[src/rtl/div_ctrl.sv]
// Sequencing front-end for the iterative integer divider core: handles RV32M
// special cases locally, feeds the core unsigned magnitudes and sign-corrects its result.
module div_ctrl #(
    parameter int TAG_W = 5
) (
    input  logic             i_clk,
    input  logic             i_rst_n,
    input  logic             i_valid,
    output logic             o_ready,
    input  logic [1:0]       i_op,
    input  logic [31:0]      i_a,
    input  logic [31:0]      i_b,
    input  logic [TAG_W-1:0] i_tag,
    input  logic             i_flush,
    output logic             o_core_valid,
    output logic [31:0]      o_core_a,
    output logic [31:0]      o_core_b,
    input  logic             i_core_valid,
    input  logic [31:0]      i_core_quotient,
    input  logic [31:0]      i_core_remainder,
    output logic             o_valid,
    input  logic             i_ready,
    output logic [31:0]      o_result,
    output logic [TAG_W-1:0] o_tag
);

    typedef enum logic [2:0] {IDLE, START, WAIT, RESP, DRAIN} state_t;

    state_t      state;
    logic        is_rem_q;
    logic        sa_q;
    logic        sb_q;

    logic        is_signed;
    logic        sa;
    logic        sb;
    logic        special;
    logic [31:0] special_result;
    logic [31:0] core_result;

    // NOTE: every signal written here gets a default first, so no latches are inferred.
    always_comb begin
        is_signed      = ~i_op[0];
        sa             = is_signed & i_a[31];
        sb             = is_signed & i_b[31];
        special        = 1'b0;
        special_result = '0;
        if (i_b == '0) begin
            special        = 1'b1;
            special_result = i_op[1] ? i_a : 32'hFFFF_FFFF;
        end else if (is_signed && i_a == 32'h8000_0000 && i_b == 32'hFFFF_FFFF) begin
            special        = 1'b1;
            special_result = i_op[1] ? 32'h0 : 32'h8000_0000;
        end

        // Remainder follows the dividend's sign; quotient is negative when signs differ.
        core_result = '0;
        if (is_rem_q)
            core_result = sa_q ? -i_core_remainder : i_core_remainder;
        else
            core_result = (sa_q ^ sb_q) ? -i_core_quotient : i_core_quotient;
    end

    assign o_ready      = (state == IDLE);
    assign o_core_valid = (state == START);

    // NOTE: sequential state uses non-blocking assignments so every register sees pre-edge values.
    always_ff @(posedge i_clk or negedge i_rst_n) begin
        if (!i_rst_n) begin
            state    <= IDLE;
            is_rem_q <= 1'b0;
            sa_q     <= 1'b0;
            sb_q     <= 1'b0;
            o_core_a <= '0;
            o_core_b <= '0;
            o_valid  <= 1'b0;
            o_result <= '0;
            o_tag    <= '0;
        end else begin
            case (state)
                IDLE: begin
                    if (i_valid && !i_flush) begin
                        is_rem_q <= i_op[1];
                        sa_q     <= sa;
                        sb_q     <= sb;
                        o_tag    <= i_tag;
                        if (special) begin
                            o_result <= special_result;
                            o_valid  <= 1'b1;
                            state    <= RESP;
                        end else begin
                            o_core_a <= sa ? -i_a : i_a;
                            o_core_b <= sb ? -i_b : i_b;
                            state    <= START;
                        end
                    end
                end
                START: begin
                    state <= i_flush ? IDLE : WAIT;
                end
                WAIT: begin
                    // A done pulse coinciding with the flush has nothing left to drain.
                    if (i_flush) begin
                        state <= i_core_valid ? IDLE : DRAIN;
                    end else if (i_core_valid) begin
                        o_result <= core_result;
                        o_valid  <= 1'b1;
                        state    <= RESP;
                    end
                end
                RESP: begin
                    if (i_flush || i_ready) begin
                        o_valid <= 1'b0;
                        state   <= IDLE;
                    end
                end
                DRAIN: begin
                    if (i_core_valid)
                        state <= IDLE;
                end
                default: state <= IDLE;
            endcase
        end
    end

endmodule

[config.mk]
export PLATFORM = sky130hd
export DESIGN_NAME = div_ctrl
export DESIGN_NICKNAME = d
export VERILOG_FILES = /design/src/rtl/div_ctrl.sv
export SDC_FILE = /design/constraint.sdc
export NUM_CORES = 1
export LEC_CHECK = 0
export CAP_MARGIN = 20
export CELL_PAD_IN_SITES_DETAIL_PLACEMENT = 0
export CELL_PAD_IN_SITES_GLOBAL_PLACEMENT = 1
export CORE_MARGIN = 1
export CORE_UTILIZATION = 34
export CTS_CLUSTER_SIZE = 12
export DETAILED_ROUTE_END_ITERATION = 10
export PLACE_DENSITY = 0.83
export SETUP_SLACK_MARGIN = 0.1
export SKIP_CTS_REPAIR_TIMING = 1
export SYNTH_ARGS = -nofsm -noshare
export SYNTH_HDL_FRONTEND = slang
export SYNTH_SLANG_ARGS = --single-unit
[constraint.sdc]
create_clock -name i_clk -period 2.1 [get_ports i_clk]
set_input_delay 0.42 -clock i_clk [delete_from_list [all_inputs] [get_ports i_clk]]
set_output_delay 0.42 -clock i_clk [all_outputs]
set_load 0.05 [all_outputs]
==> run_results.csv, run 1 <==
group,metric,value,unit
sta,hold_viol_final,0,
die,die_x,151,µm
power,seqPwrFrac,22.5,%
sta,fin_ws,-0.221,ns
worst_setup_path,cp.arrival,2.57,ns
sta,skew,0.00761,ns
synthesis,synth_edf_count,0,
synthesis,yosysMostFrequentCell,"nor2_1",
min_path,min_path_type,"in -> async",
final_layout,final_nets,1582,
die,core_area,0.0218,mm²
route,vias,9300,
synthesis,syn_area,0.00754,mm²
die,num_rows,54,
synthesis,synth_top_flop_cell,"dfrtp_1",
clock_tree,worst_skew_pair.late_latency,0.36,ns
route,via_per_inst,5.40,
flow_run,maxCapViolations,0,
sta,period_share,111,%
synthesis,syn-instance-count,939,
power,total_power,17400,µW
placement,numPortBuffers,244,
sta,rsz0062_at_grt,"true",
route,drt.antenna.violating_nets,0,
synthesis,synth_area_leaders,"dfrtp_1, xnor2_1, nor2_1, a21oi_1, xor2_1",
sta,setup_viol,14,
synthesis,synthTopCellsByCount,"nor2_1, a21oi_1, dfrtp_1",
global_routing,grt_max_degree,68,
die,dieArea,0.0228,mm²
global_routing,grt_pass1_wl,44700,µm
placement,dpl.hpwl,23900,µm
clock_tree,htreeDepth,3,
die,io_pins,245,
power,p_int,8700,µW
power,peakVddDrop,0.000545,V
power,switching_share,50.0,%
clock_tree,clockBufferDepth,2,
synthesis,async_reset_ff_share,100,%
synthesis,yosysUniqueCellTypes,60,
worst_setup_path,worstSetupPathType,"in -> reg",
synthesis,ys_seq_area_share,35.9,%
synthesis,ys.warnings.count,0,
sta,fin_hold_ws,0.0328,ns
die,initial_utilization,34.6,%
sta,slew_headroom,55.6,%
outcome,violations,"setup timing",
outcome,status,"finished, violations left",
synthesis,synth.top_cell.area_share,35.9,%
final_layout,seq_area,0.00270,mm²
worst_setup_path,end_kind,"flip-flop",
power,pwr-share-clk,11.4,%
synthesis,syn-num-nets,1085,
power,combPwrFrac,66.1,%
power,p_leak,0.00672,µW
final_layout,areaGrowthSynthToFinish,90.7,%
worst_setup_path,cp_max_fo,2,
synthesis,syn_avg_cell_area,8.03,µm²
placement,dpl_worst_slack,-1.05,ns
worst_setup_path,cp-start-kind,"input port",
die,die-height,151,µm
synthesis,yosysTopAreaCell,"dfrtp_1",
clock_tree,numCtsBuffers,9,
global_routing,grt_pass1_vias,8356,
route,wirelength,33100,µm
sta,post-route-min-period,2.32,ns
route,drt_iter0_markers,558,
sta,max_freq,0.431,GHz
global_routing,grt.total_usage,25.8,%
clock_tree,cts_root_buffer,"clkbuf_16",
sta,drv_slew,0,
power,power_density,1210,mW/mm²
route,drt-pass1-iter-count,7,
sta,max_slew.worst_pin.slew,0.666,ns
power,switchingPower,8700,µW
placement,place_congestion,0.933,
clock_tree,path_clk_slew,0.07,ns
route,avgRoutedWirePerCell,19.2,µm
worst_setup_path,cp.required,2.35,ns
synthesis,synth-seq-cells,108,
final_layout,fillers,1783,
placement,dp_cells,1664,
clock_tree,cts.sinks,108,
clock_tree,cts_tree,"built",
route,drc_errors,0,
global_routing,grt-ovfl-total,0,
global_routing,antenna_found_initial,1,
final_layout,multi_input_area,0.00567,mm²
final_layout,final_cells,1722,
final_layout,drive_above_1_share,37.2,%
-- flip-flops by register name, summed over array words and instances (netlist names) --
name / cells
o_core_b: 32
o_valid: 1
o_tag: 5
o_result: 32
is_rem_q: 1
sa_q: 1
sb_q: 1
state: 3
o_core_a: 32
-- layout make-up --
| cell class | count | share of cell area, % |
|---|---|---|
| repair buffers | 537 | 36.3 |
| clock inverters | 5 | 0.696 |
| clock buffers | 10 | 1.66 |
| multi-input cells | 760 | 39.5 |
| inverters | 20 | 0.575 |
| well taps | 280 | 2.44 |
| diodes | 2 | 0.0348 |
| flip-flops and latches | 108 | 18.8 |
-- layer usage --
layer | wire (µm) | vias to the layer above | track usage, %
met1 | 13600 | 4447 | 34.5
met4 | 1140 | 0 | 8.05
met5 | 0 | - | 0
met3 | 2470 | 77 | 3.89
li1 | - | 4355 | -
met2 | 15900 | 421 | 42.5
-- per-stage QoR --
step / util (%) / setup TNS, ns / cell area, µm²
after floorplan: - / -8.69 / 8150
after global placement: 57.6 / -79.00 / 12500
after detailed placement: 57.6 / -81.25 / 12500
after CTS: 59.2 / -45.95 / 12900
after global routing: 66.0 / -2.92 / 14400
final: 66.1 / -1.23 / 14400
-- power groups by stage --
stage          logic, µW  clock network (µW)  registers (µW)
2_1_floorplan       3660                   0            7020
3_3_place_gp       10600                   0            3800
3_5_place_dp       10700                   0            3840
4_1_cts            10800                2020            3800
5_1_grt            12100                2110            4030
6_report           11500                1990            3920
-- path summary, 6_finish.rpt --
| check | startpoint | endpoint | slack (ns) | cells after the start |
|---|---|---|---|---|
| max in group asynchronous | i_rst_n | o_core_a[8]$_DFFE_PN0P_ | 1.68 | 2 |
| max reg2reg | sa_q$_DFFE_PN0P_ | o_result[20]$_DFFE_PN0P_ | 0.17 | 7 |
| min in group i_clk | i_b[0] | o_core_b[0]$_DFFE_PN0P_ | 0.33 | 2 |
| min reg2reg | o_tag[0]$_DFFE_PN0P_ | o_tag[0]$_DFFE_PN0P_ | 0.48 | 2 |
| min | i_rst_n | o_core_b[14]$_DFFE_PN0P_ | 0.03 | 2 |
| max | i_core_remainder[0] | o_result[30]$_DFFE_PN0P_ | -0.22 | 10 |
-- cells by family after synthesis --
group,share of synthesized area [%]
flops,35.9
compound gates,21.7
buf+inv,3.65
fa+ha+maj,0.830
xor+xnor,13.6
mux,1.71
simple gates,22.7
-- cell usage in the layout (no fill, tap or decap), types with 19 or more instances in the layout --
cell and instances:
dfrtp_1 108, a31oi_1 22, o21ai_0 28, nor2_1 118, nand2_1 82, nor2_4 20, xnor2_1 67, buf_6 32
dlymetal6s2s_1 109, a21oi_1 58, buf_4 258, a21oi_2 49, clkdlybuf4s50_1 92, xor2_1 50, clkbuf_2 19
-- critical path: stages --
cell,delay (ns)
buf_8,0.10
inv_4,0.05
ha_4,0.12
or3b_4,0.38
or4b_4,0.56
or3_4,0.41
o31ai_4,0.18
xnor2_1,0.09
a21oi_1,0.17
a21oi_1,0.08
No activity file was read; power rests on OpenSTA's default activity.
==> inputs of run 2 (changes only) <==
--- a/config.mk
+++ b/config.mk
@@ -12,9 +12,11 @@
 export CORE_UTILIZATION = 34
 export CTS_CLUSTER_SIZE = 12
 export DETAILED_ROUTE_END_ITERATION = 10
+export GPL_TIMING_DRIVEN = 0
 export PLACE_DENSITY = 0.83
 export SETUP_SLACK_MARGIN = 0.1
 export SKIP_CTS_REPAIR_TIMING = 1
+export SKIP_LAST_GASP = 1
 export SYNTH_ARGS = -nofsm -noshare
 export SYNTH_HDL_FRONTEND = slang
 export SYNTH_SLANG_ARGS = --single-unit
==> run 2 against run 1 <==
- the run still ends with setup timing left
- final cell count is 10% lower
- register-to-register slack lost 0.34 ns
- flip-flop and latch count is the same
- clock skew is essentially flat
- via count decreased by 8.4%
- first-iteration DRC count down 13%
- utilization decreased by 5.7 points
- critical endpoint unchanged
- largest cell class unchanged
==> run_results.csv, run 2 (synthesized netlist as in run 1, its figures left out) <==
group,metric,value,unit
sta,drv_slew,0,
worst_setup_path,end_kind,"flip-flop",
clock_tree,cts_tree,"built",
final_layout,areaGrowthSynthToFinish,74.2,%
outcome,violations,"setup timing",
placement,dpl_worst_slack,-1.48,ns
worst_setup_path,max_stage_delay,0.53,ns
sta,rsz0062_at_grt,"true",
worst_setup_path,r2r-start,"sa_q$_DFFE_PN0P_",
min_path,hold_path_startpoint,"i_a[1]",
route,wirelength,31100,µm
global_routing,grt-ovfl-total,0,
global_routing,antenna_found_initial,1,
die,num_rows,54,
worst_setup_path,slowest_stage,"or4b_4",
worst_setup_path,cp.arrival,2.74,ns
sta,post-route-min-period,2.45,ns
min_path,min_path_type,"in -> reg",
worst_setup_path,cp.required,2.39,ns
final_layout,fillers,1855,
die,die_x,151,µm
placement,numPortBuffers,244,
die,io_pins,245,
final_layout,seq_area,0.00270,mm²
clock_tree,path_clk_slew,0.08,ns
global_routing,grt_pass1_wl,43700,µm
route,drt-pass1-iter-count,4,
route,drt_iter0_markers,488,
final_layout,final_nets,1404,
final_layout,drive_above_1_share,27.8,%
flow_run,maxCapViolations,0,
clock_tree,numCtsBuffers,9,
route,drc_errors,0,
worst_setup_path,cp-start-kind,"input port",
sta,skew,0.00714,ns
route,drt.antenna.violating_nets,0,
final_layout,multi_input_area,0.00577,mm²
clock_tree,worst_skew_pair.late_latency,0.36,ns
final_layout,mostFrequentLayoutCell,"clkdlybuf4s50_1",
sta,setup_viol,95,
final_layout,final_cell_mix,"clkdlybuf4s50_1, dfrtp_1, dlymetal6s2s_1",
clock_tree,cts.sinks,108,
power,power_density,1320,mW/mm²
sta,max_slew.worst_pin.slew,0.658,ns
clock_tree,clockBufferDepth,2,
power,total_power,17400,µW
clock_tree,cts_root_buffer,"clkbuf_16",
worst_setup_path,worstSetupPathType,"in -> reg",
placement,dpl.hpwl,23300,µm
final_layout,top_regs,"o_core_a: 32 flops, o_core_b: 32 flops, o_result: 32 flops",
power,p_leak,0.00579,µW
placement,place_congestion,0.926,
clock_tree,htreeDepth,3,
worst_setup_path,crit_start,"i_core_remainder[9]",
sta,period_share,117,%
die,die-height,151,µm
outcome,status,"finished, violations left",
global_routing,grt_max_degree,78,
die,core_area,0.0218,mm²
global_routing,grt_pass1_vias,7848,
power,peakVddDrop,0.000591,V
worst_setup_path,path_cells,"dlymetal6s2s_1 > or4_4 > or4b_4 > buf_6 > or3_4 > o31ai_4 > xnor2_2 > a21oi_2 > a21oi_1",
sta,max_freq,0.409,GHz
die,initial_utilization,34.6,%
worst_setup_path,cp_max_fo,6,
route,vias,8523,
sta,hold_viol_final,0,
route,avgRoutedWirePerCell,20.1,µm
die,dieArea,0.0228,mm²
sta,slew_headroom,56.1,%
route,via_per_inst,5.52,
global_routing,grt.total_usage,25.3,%
sta,fin_ws,-0.347,ns
## run 2: cell types whose count changed in the layout (fill, tap and decap cells not counted), moves of 6 or more
cell / change
clkbuf_16: +6
clkbuf_2: -7
nor2_1: -24
nor2_2: +23
buf_6: -10
a21oi_1: -8
clkdlybuf4s50_1: +31
clkbuf_1: +17
buf_4: -213
buf_12: -10
buf_8: +10
nand2_1: -7
dlymetal6s2s_1: -8
## run 2: area by class of cell
class / instances / area share, %
Tap cell: 280 / 2.67
Buffer: 52 / 3.78
Inverter: 20 / 0.610
Antenna cell: 1 / 0.0191
Clock buffer: 13 / 2.06
Timing Repair Buffer: 308 / 25.9
Multi-Input combinational cell: 759 / 43.9
Clock inverter: 3 / 0.514
Sequential cell: 108 / 20.6
## run 2: worst paths after layout
check | endpoint | slack (ns) | depth (start not counted)
max reg2reg | o_result[10]$_DFFE_PN0P_ | -0.17 | 8
min reg2reg | o_tag[1]$_DFFE_PN0P_ | 0.48 | 2
max | o_result[30]$_DFFE_PN0P_ | -0.35 | 9
min | o_core_a[1]$_DFFE_PN0P_ | 0.33 | 3
max in group asynchronous | o_result[29]$_DFFE_PN0P_ | 0.89 | 3
min in group asynchronous | o_core_b[20]$_DFFE_PN0P_ | 0.51 | 2
## run 2: metrics by stage
| stage | hold WS [ns] | std cells | area (µm²) | utilization [%] | TNS, ns |
|---|---|---|---|---|---|
| detailed placement | 0.329 | 1464 | 11000 | 50.4 | -116.49 |
| global route | 0.334 | 1544 | 13100 | 60.4 | -23.11 |
| global placement | 0.459 | 1463 | 10900 | 50.3 | -516.49 |
| finish | 0.331 | 1544 | 13100 | 60.4 | -18.30 |
| floorplan | 0.124 | 939 | 8150 | - | -8.69 |
| CTS | -0.0560 | 1480 | 11300 | 52.0 | -81.42 |
## run 2: worst max-delay path: cells and delay by family
family,cells,cell delay [ns]
xor+xnor,1,0.15
simple gates,3,1.37
compound gates,3,0.45
buf+inv,2,0.35
## run 2: where the power goes
part           switching, µW  total (µW)  internal (µW)
registers                812        3900           3090
clock network            830        1980           1150
logic                   7170       11500           4350
total                   8820       17400           8580
## run 2: per-layer routing
metal | GRT usage [%] | wire length, µm | share of wire, % | up-vias
li1 | - | - | - | 4007
met1 | 34.1 | 13000 | 42 | 4079
met2 | 42.2 | 15100 | 49 | 391
met3 | 3.13 | 2260 | 7.3 | 46
met4 | 7.20 | 729 | 2.3 | 0
met5 | 0 | 0 | 0 | -
==> inputs of run 3 (changes only) <==
--- a/config.mk
+++ b/config.mk
@@ -8,7 +8,7 @@
 export CAP_MARGIN = 20
 export CELL_PAD_IN_SITES_DETAIL_PLACEMENT = 0
 export CELL_PAD_IN_SITES_GLOBAL_PLACEMENT = 1
-export CORE_MARGIN = 1
+export CORE_MARGIN = 2
 export CORE_UTILIZATION = 34
 export CTS_CLUSTER_SIZE = 12
 export DETAILED_ROUTE_END_ITERATION = 10
==> run 3 against run 2 <==
- register-to-register slack better by 0.06 ns
- clock power shrank 5%
- the flow still finishes with violations (setup timing)
- highest routed layer is now met5
- global-route usage fell by 1.0 points
- via count decreased by 0.19%
- setup slack got worse by 0.027 ns
- combinational power about the same
- clock skew rose by 0.0069 ns
- largest power group unchanged
- non-clock buffer count shrank 4
- critical path depth did not move
- utilization shrank 0.39 points
==> run_results.csv, run 3 (synthesized netlist as in run 1, its figures left out) <==
group,metric,value,unit
clock_tree,path_clk_slew,0.08,ns
power,p_leak,0.00580,µW
route,via_per_inst,5.52,
power,seqPwrFrac,22.5,%
die,core_area,0.0218,mm²
sta,drv_slew,0,
power,pwr-share-clk,10.9,%
power,switching_share,51.1,%
global_routing,grt_pass1_wl,44800,µm
sta,period_share,118,%
final_layout,mostFrequentLayoutCell,"clkdlybuf4s50_1",
worst_setup_path,crit_start,"i_core_remainder[8]",
final_layout,final_cell_mix,"clkdlybuf4s50_1, dfrtp_1, dlymetal6s2s_1",
sta,slew_headroom,44.1,%
worst_setup_path,cp-start-kind,"input port",
power,combPwrFrac,66.6,%
die,num_rows,54,
final_layout,final_nets,1400,
worst_setup_path,rrSetupSlack,-0.11,ns
die,dieArea,0.0234,mm²
sta,post-route-min-period,2.47,ns
power,p_int,8450,µW
clock_tree,cts.sinks,108,
power,switchingPower,8830,µW
sta,max_slew.worst_pin.slew,0.839,ns
clock_tree,cts_root_buffer,"clkbuf_16",
worst_setup_path,r2r-start,"sa_q$_DFFE_PN0P_",
worst_setup_path,cp_max_fo,6,
die,initial_utilization,34.5,%
final_layout,utilization,60.0,%
worst_setup_path,slowest_stage,"or4b_4",
route,drc_errors,0,
worst_setup_path,path_cells,"buf_4 > or4_4 > or4b_4 > buf_6 > or3_4 > o31ai_4 > xnor2_2 > a21oi_2 > a21oi_1",
route,avgRoutedWirePerCell,20.4,µm
sta,hold_viol_final,0,
worst_setup_path,cp.required,2.39,ns
sta,setup_viol,94,
route,drt.antenna.violating_nets,0,
clock_tree,worst_skew_pair.late_latency,0.37,ns
sta,rsz0062_at_grt,"true",
placement,dpl.hpwl,23400,µm
final_layout,top_regs,"o_core_a: 32 flops, o_core_b: 32 flops, o_result: 32 flops",
die,die-height,153,µm
outcome,violations,"setup timing",
global_routing,grt_pass1_vias,7678,
die,io_pins,245,
clock_tree,clockBufferDepth,2,
global_routing,grt_max_degree,64,
power,peakVddDrop,0.000605,V
final_layout,areaGrowthSynthToFinish,73.7,%
final_layout,final_cells,1540,
worst_setup_path,cp.arrival,2.77,ns
placement,place_area,0.0110,mm²
global_routing,grt-ovfl-total,0,
route,drt_iter0_markers,516,
placement,dp_cells,1464,
flow_run,maxCapViolations,0,
route,wirelength,31400,µm
power,power_density,1320,mW/mm²
placement,numPortBuffers,244,
clock_tree,cts_tree,"built",
final_layout,design_area,0.0131,mm²
sta,fin_hold_ws,0.164,ns
placement,place_congestion,0.920,
worst_setup_path,end_kind,"flip-flop",
outcome,status,"finished, violations left",
route,drt-pass1-iter-count,5,
die,die_x,153,µm
sta,fin_ws,-0.374,ns
min_path,min_path_type,"in -> async",
global_routing,antenna_found_initial,2,
worst_setup_path,max_stage_delay,0.55,ns
sta,skew,0.0140,ns
final_layout,drive_above_1_share,27.6,%
sta,max_freq,0.404,GHz
route,vias,8507,
clock_tree,numCtsBuffers,9,
final_layout,fillers,1898,
clock_tree,htreeDepth,3,
worst_setup_path,worstSetupPathType,"in -> reg",
global_routing,grt.total_usage,24.2,%
[run 3: area by class of cell]
type / count / area [µm²] / area share, %
antenna: 1 / 2.50 / 0.0191
buffer: 52 / 518 / 3.96
clock buffer: 10 / 229 / 1.75
clock inverter: 6 / 88.8 / 0.679
inverter: 20 / 80.1 / 0.612
multi-input combinational: 759 / 5760 / 44.0
sequential: 108 / 2700 / 20.6
tap: 280 / 350 / 2.68
timing repair buffer: 304 / 3350 / 25.6
[run 3: critical path, delay by kind of cell]
kind	cells	cell delay, ns
simple gates	3	1.45
compound gates	3	0.46
buf+inv	2	0.29
xor+xnor	1	0.14
[run 3: metrics by stage]
step / setup WS, ns / power (µW) / TNS [ns]
after floorplan: -0.478 / 10700 / -8.69
after global placement: -3.71 / 14200 / -507.74
after detailed placement: -1.40 / 14300 / -109.10
after CTS: -1.06 / 16200 / -74.54
after global routing: -0.465 / 18100 / -19.14
final: -0.374 / 17300 / -13.85
[run 3: metal layers]
metal  share of wire, %  track usage [%]  vias up  wire length, µm
li1                   -                -     4001                -
met1                 44             33.8     4160            13700
met2                 50             40.3      308            15700
met3                5.1             3.54       36             1610
met4                1.4             4.76        2              446
met5              0.041                0        -               13
[run 3: path summary, 6_finish.rpt]
check                                           end  depth (start not counted)
min reg2reg                    o_tag[0]$_DFFE_PN0P_                          2
max in group asynchronous   o_core_a[6]$_DFFE_PN0P_                          2
max                        o_result[30]$_DFFE_PN0P_                          9
min in group i_clk          o_core_a[0]$_DFFE_PN0P_                          2
min                        o_core_b[25]$_DFFE_PN0P_                          1
max reg2reg                 o_result[5]$_DFFE_PN0P_                          8
[run 3: power groups by stage]
stage / Sequential (µW) / Combinational, µW / Clock (µW)
2_1_floorplan: 7020 / 3660 / 0
3_3_place_gp: 3740 / 10500 / 0
3_5_place_dp: 3770 / 10500 / 0
4_1_cts: 3730 / 10500 / 1890
5_1_grt: 4030 / 12100 / 1990
6_report: 3890 / 11500 / 1890
